===== src/rtl/bus_pkg.sv =====
// Shared bus constants and destination-field helper for bus device FIFOs.
package bus_pkg;
  localparam int PCKG_SZ = 16;
  localparam int DEST_W = 8;
  localparam int MAX_W = 64;
  localparam logic [DEST_W-1:0] BROADCAST = 8'hFF;

  // Destination sits in the top DEST_W bits of an sz-bit packet
  function automatic logic [DEST_W-1:0] get_dest(input logic [MAX_W-1:0] pkt, input int sz);
    return DEST_W'(pkt >> (sz - DEST_W));
  endfunction
endpackage


===== src/rtl/sync_fifo.sv =====
// Show-ahead synchronous FIFO with occupancy count and registered overflow pulse.
module sync_fifo #(
  parameter int WIDTH = 16,
  parameter int DEPTH = 8,
  localparam int AW = $clog2(DEPTH),
  localparam int CW = $clog2(DEPTH + 1)
)(
  input  logic             clk,
  input  logic             reset,
  input  logic             wr,
  input  logic [WIDTH-1:0] din,
  input  logic             rd,
  output logic [WIDTH-1:0] dout,
  output logic             full,
  output logic             empty,
  output logic [CW-1:0]    count,
  output logic             ovf
);
  logic [DEPTH-1:0][WIDTH-1:0] mem;
  logic [AW-1:0] wptr, rptr;
  logic do_wr, do_rd;

  assign full  = (count == CW'(DEPTH));
  assign empty = (count == '0);
  // A read frees a slot in the same cycle, so a full FIFO still accepts a write alongside it
  assign do_rd = rd & ~empty;
  assign do_wr = wr & (~full | do_rd);
  assign dout  = empty ? '0 : mem[rptr];

  always_ff @(posedge clk) begin
    if (reset) begin
      wptr  <= '0;
      rptr  <= '0;
      count <= '0;
      ovf   <= 1'b0;
    end else begin
      if (do_wr) wptr <= wptr + 1'b1;
      if (do_rd) rptr <= rptr + 1'b1;
      count <= count + CW'(do_wr) - CW'(do_rd);
      ovf   <= wr & ~do_wr;
    end
  end

  always_ff @(posedge clk) begin
    if (do_wr && !reset) mem[wptr] <= din;
  end
endmodule


===== src/rtl/bus_dev_fifo.sv =====
// Bus device endpoint: host TX queue toward the bus, address-filtered RX queue from the bus.
module bus_dev_fifo import bus_pkg::*; #(
  parameter int pckg_sz = PCKG_SZ,
  parameter int depth = 8,
  parameter logic [DEST_W-1:0] id = 8'h00,
  parameter logic [DEST_W-1:0] broadcast = BROADCAST,
  localparam int CW = $clog2(depth + 1)
)(
  input  logic               clk,
  input  logic               reset,
  input  logic               wr_en,
  input  logic [pckg_sz-1:0] wr_data,
  output logic               tx_full,
  output logic               tx_ovf,
  output logic               pndng,
  output logic [pckg_sz-1:0] D_pop,
  input  logic               pop,
  input  logic               push,
  input  logic [pckg_sz-1:0] D_push,
  input  logic               rd_en,
  output logic [pckg_sz-1:0] rd_data,
  output logic               rx_valid,
  output logic               rx_drop,
  output logic [CW-1:0]      tx_count,
  output logic [CW-1:0]      rx_count
);
  logic [DEST_W-1:0] dest;
  logic accept, tx_empty, rx_empty, rx_full_unused;

  assign dest   = get_dest(MAX_W'(D_push), pckg_sz);
  assign accept = push & ((dest == id) | (dest == broadcast));

  sync_fifo #(.WIDTH(pckg_sz), .DEPTH(depth)) u_tx (
    .clk(clk), .reset(reset),
    .wr(wr_en), .din(wr_data), .rd(pop), .dout(D_pop),
    .full(tx_full), .empty(tx_empty), .count(tx_count), .ovf(tx_ovf)
  );

  sync_fifo #(.WIDTH(pckg_sz), .DEPTH(depth)) u_rx (
    .clk(clk), .reset(reset),
    .wr(accept), .din(D_push), .rd(rd_en), .dout(rd_data),
    .full(rx_full_unused), .empty(rx_empty), .count(rx_count), .ovf(rx_drop)
  );

  assign pndng    = ~tx_empty;
  assign rx_valid = ~rx_empty;
endmodule


===== config.mk =====
export PLATFORM = sky130hd
export DESIGN_NAME = bus_dev_fifo
export DESIGN_NICKNAME = d
export VERILOG_FILES = /design/src/rtl/bus_pkg.sv /design/src/rtl/sync_fifo.sv /design/src/rtl/bus_dev_fifo.sv
export SDC_FILE = /design/constraint.sdc
export NUM_CORES = 1
export LEC_CHECK = 0
export ABC_CLOCK_PERIOD_IN_PS = 3160
export CAP_MARGIN = 20
export CORE_AREA = 2 2 161 163
export DETAILED_ROUTE_END_ITERATION = 12
export DIE_AREA = 0 0 163 165
export PLACE_DENSITY = 0.7
export SLEW_MARGIN = 5
export SYNTH_ARGS = -nofsm -noshare
export SYNTH_HDL_FRONTEND = slang
export SYNTH_SLANG_ARGS = --single-unit
export TNS_END_PERCENT = 30

===== constraint.sdc =====
create_clock -name clk -period 3.16 [get_ports clk]
set_input_delay 0.632 -clock clk [delete_from_list [all_inputs] [get_ports clk]]
set_output_delay 0.632 -clock clk [all_outputs]
set_load 0.1 [all_outputs]

After elaboration in Yosys (flattened, before gate mapping)
Cells that the tools add are included.
{"block": "word_totals", "input_bits": 38, "register_bits": 278}
{"block": "op_classes", "n_reduce_logical": 8, "magnitude_cmp": 6, "bitwise": 16, "mux": 12, "addsub": 8, "eq_ne": 3}
{"operator": "128-bit bitwise mux", "n": 2}
{"operator": "16-bit binary-select mux with 3-bit select", "n": 2}
{"operator": "16-bit demux with 3-bit select", "n": 2}
{"operator": "16-bit two-way mux", "n": 6}
{"operator": "3-bit by 4-bit less-than comparator with 1-bit output, second input constant", "n": 4}
{"operator": "3-bit by 1-bit adder with 3-bit output, second input constant", "n": 4}
{"operator": "4-bit by 1-bit adder with 4-bit output", "n": 2}
{"operator": "4-bit == test, second input constant", "n": 2}
{"operator": "8-bit == test, second input constant", "n": 1}
{"operator": "4-bit zero test", "n": 2}
{"operator": "8-bit zero test", "n": 1}
{"operator": "4-bit by 1-bit subtractor with 4-bit output", "n": 2}
{"operator": "1-bit AND", "n": 7}
{"operator": "3-bit by 1-bit greater-or-equal comparator with 1-bit output, second input constant", "n": 2}
{"operator": "1-bit inverter", "n": 6}
{"operator": "1-bit logical AND", "n": 4}
{"operator": "1-bit bitwise OR", "n": 3}
{"operator": "1-bit zero test", "n": 1}

Longest topological paths before layout
{"block": "logic_depth", "word_depth": 7, "depth_mapped": 14}

Hierarchy
A second synthesis with hierarchy kept.
{"block": "hier_totals", "hier_cells": 546, "hier_area_um2": 11119.4}
{"module": "sync_fifo at u_rx", "area_each_um2": 5547.8, "n_inst": 1, "cells_each": 268}
{"module": "sync_fifo at u_tx", "area_each_um2": 5521.5, "n_inst": 1, "cells_each": 269}
{"module": "bus_dev_fifo", "area_each_um2": 50.0, "n_inst": 1, "cells_each": 9}

Worst setup path after synthesis
OpenSTA, ideal clock, no wires.
{"block": "synth_timing", "path_kind": "reg-to-output", "startpoint": "reg u_tx.count[2]", "endpoint": "out D_pop[10]", "setup_slack_ns": -0.635, "path_stages_with_launch": 7, "t_arrival_ns": 3.163, "path_buffers": 2, "t_required_ns": 2.528, "cell_sequence": "dfxtp_1 > inv_1 > ha_1 > and3_1 > buf_4 > clkbuf_1 > nor2_1"}
{"block": "synth_via", "elab_chain_cells": 2}
{"element": "start, declared", "line_no": "sync_fifo.sv:16", "rtl": "output logic [CW-1:0] count,"}
{"element": "start signal, assigned", "line_no": "sync_fifo.sv:39", "rtl": "count <= count + CW'(do_wr) - CW'(do_rd);"}
{"element": "4-bit zero test", "line_no": "sync_fifo.sv:24", "rtl": "assign empty = (count == '0);"}
{"element": "16-bit two-way mux", "line_no": "sync_fifo.sv:28", "rtl": "assign dout = empty ? '0 : mem[rptr];"}
{"element": "end, declared", "line_no": "bus_dev_fifo.sv:16", "rtl": "output logic [pckg_sz-1:0] D_pop,"}
No other way between the ends.

Final worst setup path
{"block": "layout_timing", "startpoint": "reg u_rx.rptr[0]", "endpoint": "out rd_data[15]"}
{"block": "layout_via", "elab_chain_cells": 3}
{"element": "start, declared", "line_no": "sync_fifo.sv:20", "rtl": "logic [AW-1:0] wptr, rptr;"}
{"element": "start signal, assigned", "line_no": "sync_fifo.sv:38", "rtl": "if (do_rd) rptr <= rptr + 1'b1;"}
{"element": "16-bit binary-select mux with 3-bit select", "line_no": "sync_fifo.sv:28"}
{"element": "16-bit two-way mux (not written as such)", "line_no": "sync_fifo.sv:28"}
{"element": "16-bit two-way mux", "line_no": "sync_fifo.sv:28"}
{"element": "end, declared", "line_no": "bus_dev_fifo.sv:21", "rtl": "output logic [pckg_sz-1:0] rd_data,"}
No other way between the ends. The select of a mux whose other input is x is not followed.

==> out/metrics.yaml <==
wire_per_inst_um: 20.9
route.antenna.remaining_nets: 0
critical-path-max-stage-delay_ps: 590
dieWidth_um: 163
crit_chain: "buf_6 -> mux4_1 -> mux2i_1 -> nor2_1 -> buf_12"
postCtsSetupRepairBufs: 0
worstSkewPairLatency_ps: 520
synth_area_um2: 11200
floorplan.initialDensity_pct: 44.8
synth.distinct_cells: 47
cap_viol_max_count: 0
drt_pre_antenna_iters: 4
worstSetupStartpointType: "flop"
max_root_sink_buffers: 3
timing.final.setup_violations: 0
critPathCaptureType: "primary output"
grt_first_pass_wirelength_mm: 33.6
detail_route.drc_violations: 0
power.ir.vdd_worst_mv: 0.813
type_of_the_worst_setup_path: "flop to primary output"
floorplan.die_area_um2: 26900
tns_ps: 0
netlist_top_cells_area: "sky130_fd_sc_hd__edfxtp_1 69%, sky130_fd_sc_hd__mux4_2 12%, sky130_fd_sc_hd__dfxtp_1 3.9%"
synth_largest_type_area_fraction_pct: 68.5
final_period_minus_worst_setup_slack_ps: 2990
violation_count_after_the_first_detailed_route_iteration: 301
seq_area_frac_synth_pct: 72.4
cts.htree.levels: 1
worst-slew-pin-transition_ps: 660
max-slew-margin-rel_pct: 55.9
area.sequential_um2: 8140
power_density_nw_per_um2: 984
tritoncts_buffers: 28
n_fill_cell: 1858
cts_root_buf: "sky130_fd_sc_hd__clkbuf_16"
utilization_of_the_core_after_routing_pct: 55.6
antenna_found_initial: 0
synth_cells: 566
tritoncts: "done"
ys_warn_count: 0
clk_pin_slew_ps: 60
place_congestion: 0.698
arrival_ps: 2360
highest_delay_cell_along_the_critical_path: "sky130_fd_sc_hd__mux4_1"
routed_wl_mm: 21.5
hpwlAfterDp_mm: 13.2
placeableCoreArea_um2: 25000
worstHoldPathType: "flop to flop"
mappedNetlistNets: 622
grt.total_usage_pct: 16.4
pin_count: 83
multiInputGateArea_um2: 2900
final.setup_skew_ps: 17.9
vias_per_cell: 5.35
synth_enable_flop_cells: 256
global_route.overflow_total: 0
grt_start_max_net_pins: 35
grt_setup_unrepaired: "no"
critPathMaxFanout: 22
ys_ff_latch: 278
via_count: 5495
place.port_buffers: 82
design.final.nets: 732
timing.final.crit_share_pct: 94.8
asyncSetResetFlopFracSynth_pct: 0
synth-main-ff-cell: "sky130_fd_sc_hd__edfxtp_1"
critPathRequiredTime_ps: 2530
synth_largest_area_cell: "sky130_fd_sc_hd__edfxtp_1"
timing_max_transition_violations_final: 0
syn_avg_cell_area_um2: 19.8
power.static_leakage_nw: 4.57
fp-row-count: 58
die_y_um: 165
cts.sink_count: 278
status: "finished, final reports clean"
number_of_global_route_vias_before_repair: 5992
fmaxAchievable_ghz: 0.334
final_layout_size_suffix_gt1_share_pct: 31.0
hold_viol_final: 0
flow.area_growth_from_synthesis_pct: 24.0
[layout make-up]
class / count / share of cell area [%]
well taps: 330 / 2.97
clock inverters: 21 / 1.50
diodes: 1 / 0.0180
flip-flops and latches: 278 / 58.5
inverters: 18 / 0.486
repair buffers: 110 / 10.5
clock buffers: 30 / 5.24
multi-input cells: 240 / 20.8
[Yosys cell counts (3+ instances only)]
cell type,instances
sky130_fd_sc_hd__a21oi_1,3
sky130_fd_sc_hd__and3_1,3
sky130_fd_sc_hd__buf_12,4
sky130_fd_sc_hd__buf_2,12
sky130_fd_sc_hd__buf_6,5
sky130_fd_sc_hd__clkbuf_1,5
sky130_fd_sc_hd__dfxtp_1,22
sky130_fd_sc_hd__edfxtp_1,256
sky130_fd_sc_hd__ha_1,16
sky130_fd_sc_hd__inv_1,15
sky130_fd_sc_hd__inv_2,3
sky130_fd_sc_hd__mux2i_1,36
sky130_fd_sc_hd__mux4_1,4
sky130_fd_sc_hd__mux4_2,60
sky130_fd_sc_hd__nand2_1,3
sky130_fd_sc_hd__nand2b_1,5
sky130_fd_sc_hd__nand3_1,3
sky130_fd_sc_hd__nor2_1,56
sky130_fd_sc_hd__nor2b_1,6
sky130_fd_sc_hd__nor3_1,3
sky130_fd_sc_hd__xnor2_1,5
sky130_fd_sc_hd__xor2_1,5
[through the flow]
| step | hold WS [ps] | power, mW | cells | instance area, um2 | setup slack [ps] |
|---|---|---|---|---|---|
| 2_1_floorplan | 511 | 8.77 | 566 | 11400 | -257 |
| 3_3_place_gp | 537 | 10.4 | 976 | 13000 | 330 |
| 5_1_grt | 602 | 14.2 | 1027 | 13900 | 66.9 |
| 4_1_cts | 559 | 13.8 | 1027 | 13900 | 29.2 |
| 3_5_place_dp | 550 | 10.5 | 976 | 13000 | 203 |
| 6_report | 552 | 13.7 | 1028 | 13900 | 165 |
[cell families (layout without fill, tap and decap cells)]
family	count (synthesis)	in the layout	synth area share (%)
other cells	0	1	0
flops	278	278	72.4
simple gates	99	99	4.54
fa+ha+maj	18	18	2.14
mux	102	102	16.4
xor+xnor	10	10	0.781
buf+inv	48	179	2.92
compound gates	11	11	0.792
[worst max-delay path: cells and delay by family, from the launching register on]
kind                   cells  cell delay [ps]
multiplexers               2              850
AND/OR/NAND/NOR            1              140
flip-flops                 1              340
buffers and inverters      2              490
[what timing repair did]
| item | in CTS | in global routing |
|---|---|---|
| gates resized for setup | 0 | 1 |
| endpoints found under the setup margin | 0 | 2 |
| hold buffers | 0 | 0 |
[routing by layer]
metal / GRT usage, % / wire, um
met1: 19.8 / 8430
met2: 30.5 / 11800
met3: 2.96 / 977
met4: 4.18 / 294
met5: 0 / 0
[flip-flops by register name, indices dropped and copies added (netlist names)]
name,count
u_rx.wptr,3
u_tx.ovf,1
u_rx.mem,128
u_tx.wptr,3
u_rx.count,4
u_tx.count,4
u_tx.mem,128
u_rx.ovf,1
u_rx.rptr,3
u_tx.rptr,3
[cell usage in the layout, fill, tap and decap left out, drive strengths merged, types with 6 or more instances in the layout]
master	n
dfxtp	22
nor2b	6
inv	19
nor2	57
clkbuf	30
buf	73
clkinv	13
mux2i	36
ha	16
clkdlybuf4s50	37
edfxtp	256
mux4	64
[worst paths after layout]
| path | end | cells past startpoint | slack [ps] | from |
|---|---|---|---|---|
| setup / recovery | rd_data[15] | 5 | 170 | u_rx.rptr[0] |
| hold / removal | u_rx.wptr[1] | 2 | 550 | u_rx.wptr[1] |
| setup reg to reg | u_tx.count[2] | 11 | 870 | u_tx.count[2] |
| hold reg to reg | u_rx.wptr[1] | 2 | 550 | u_rx.wptr[1] |
[power by group]
part	leakage, nW	internal (mW)	total, mW	switching, mW
Combinational	1.62	2.21	6.15	3.94
Sequential	2.49	4.15	4.23	0.0833
Clock	0.458	1.99	3.31	1.32
No activity file was read; power rests on OpenSTA's default activity.
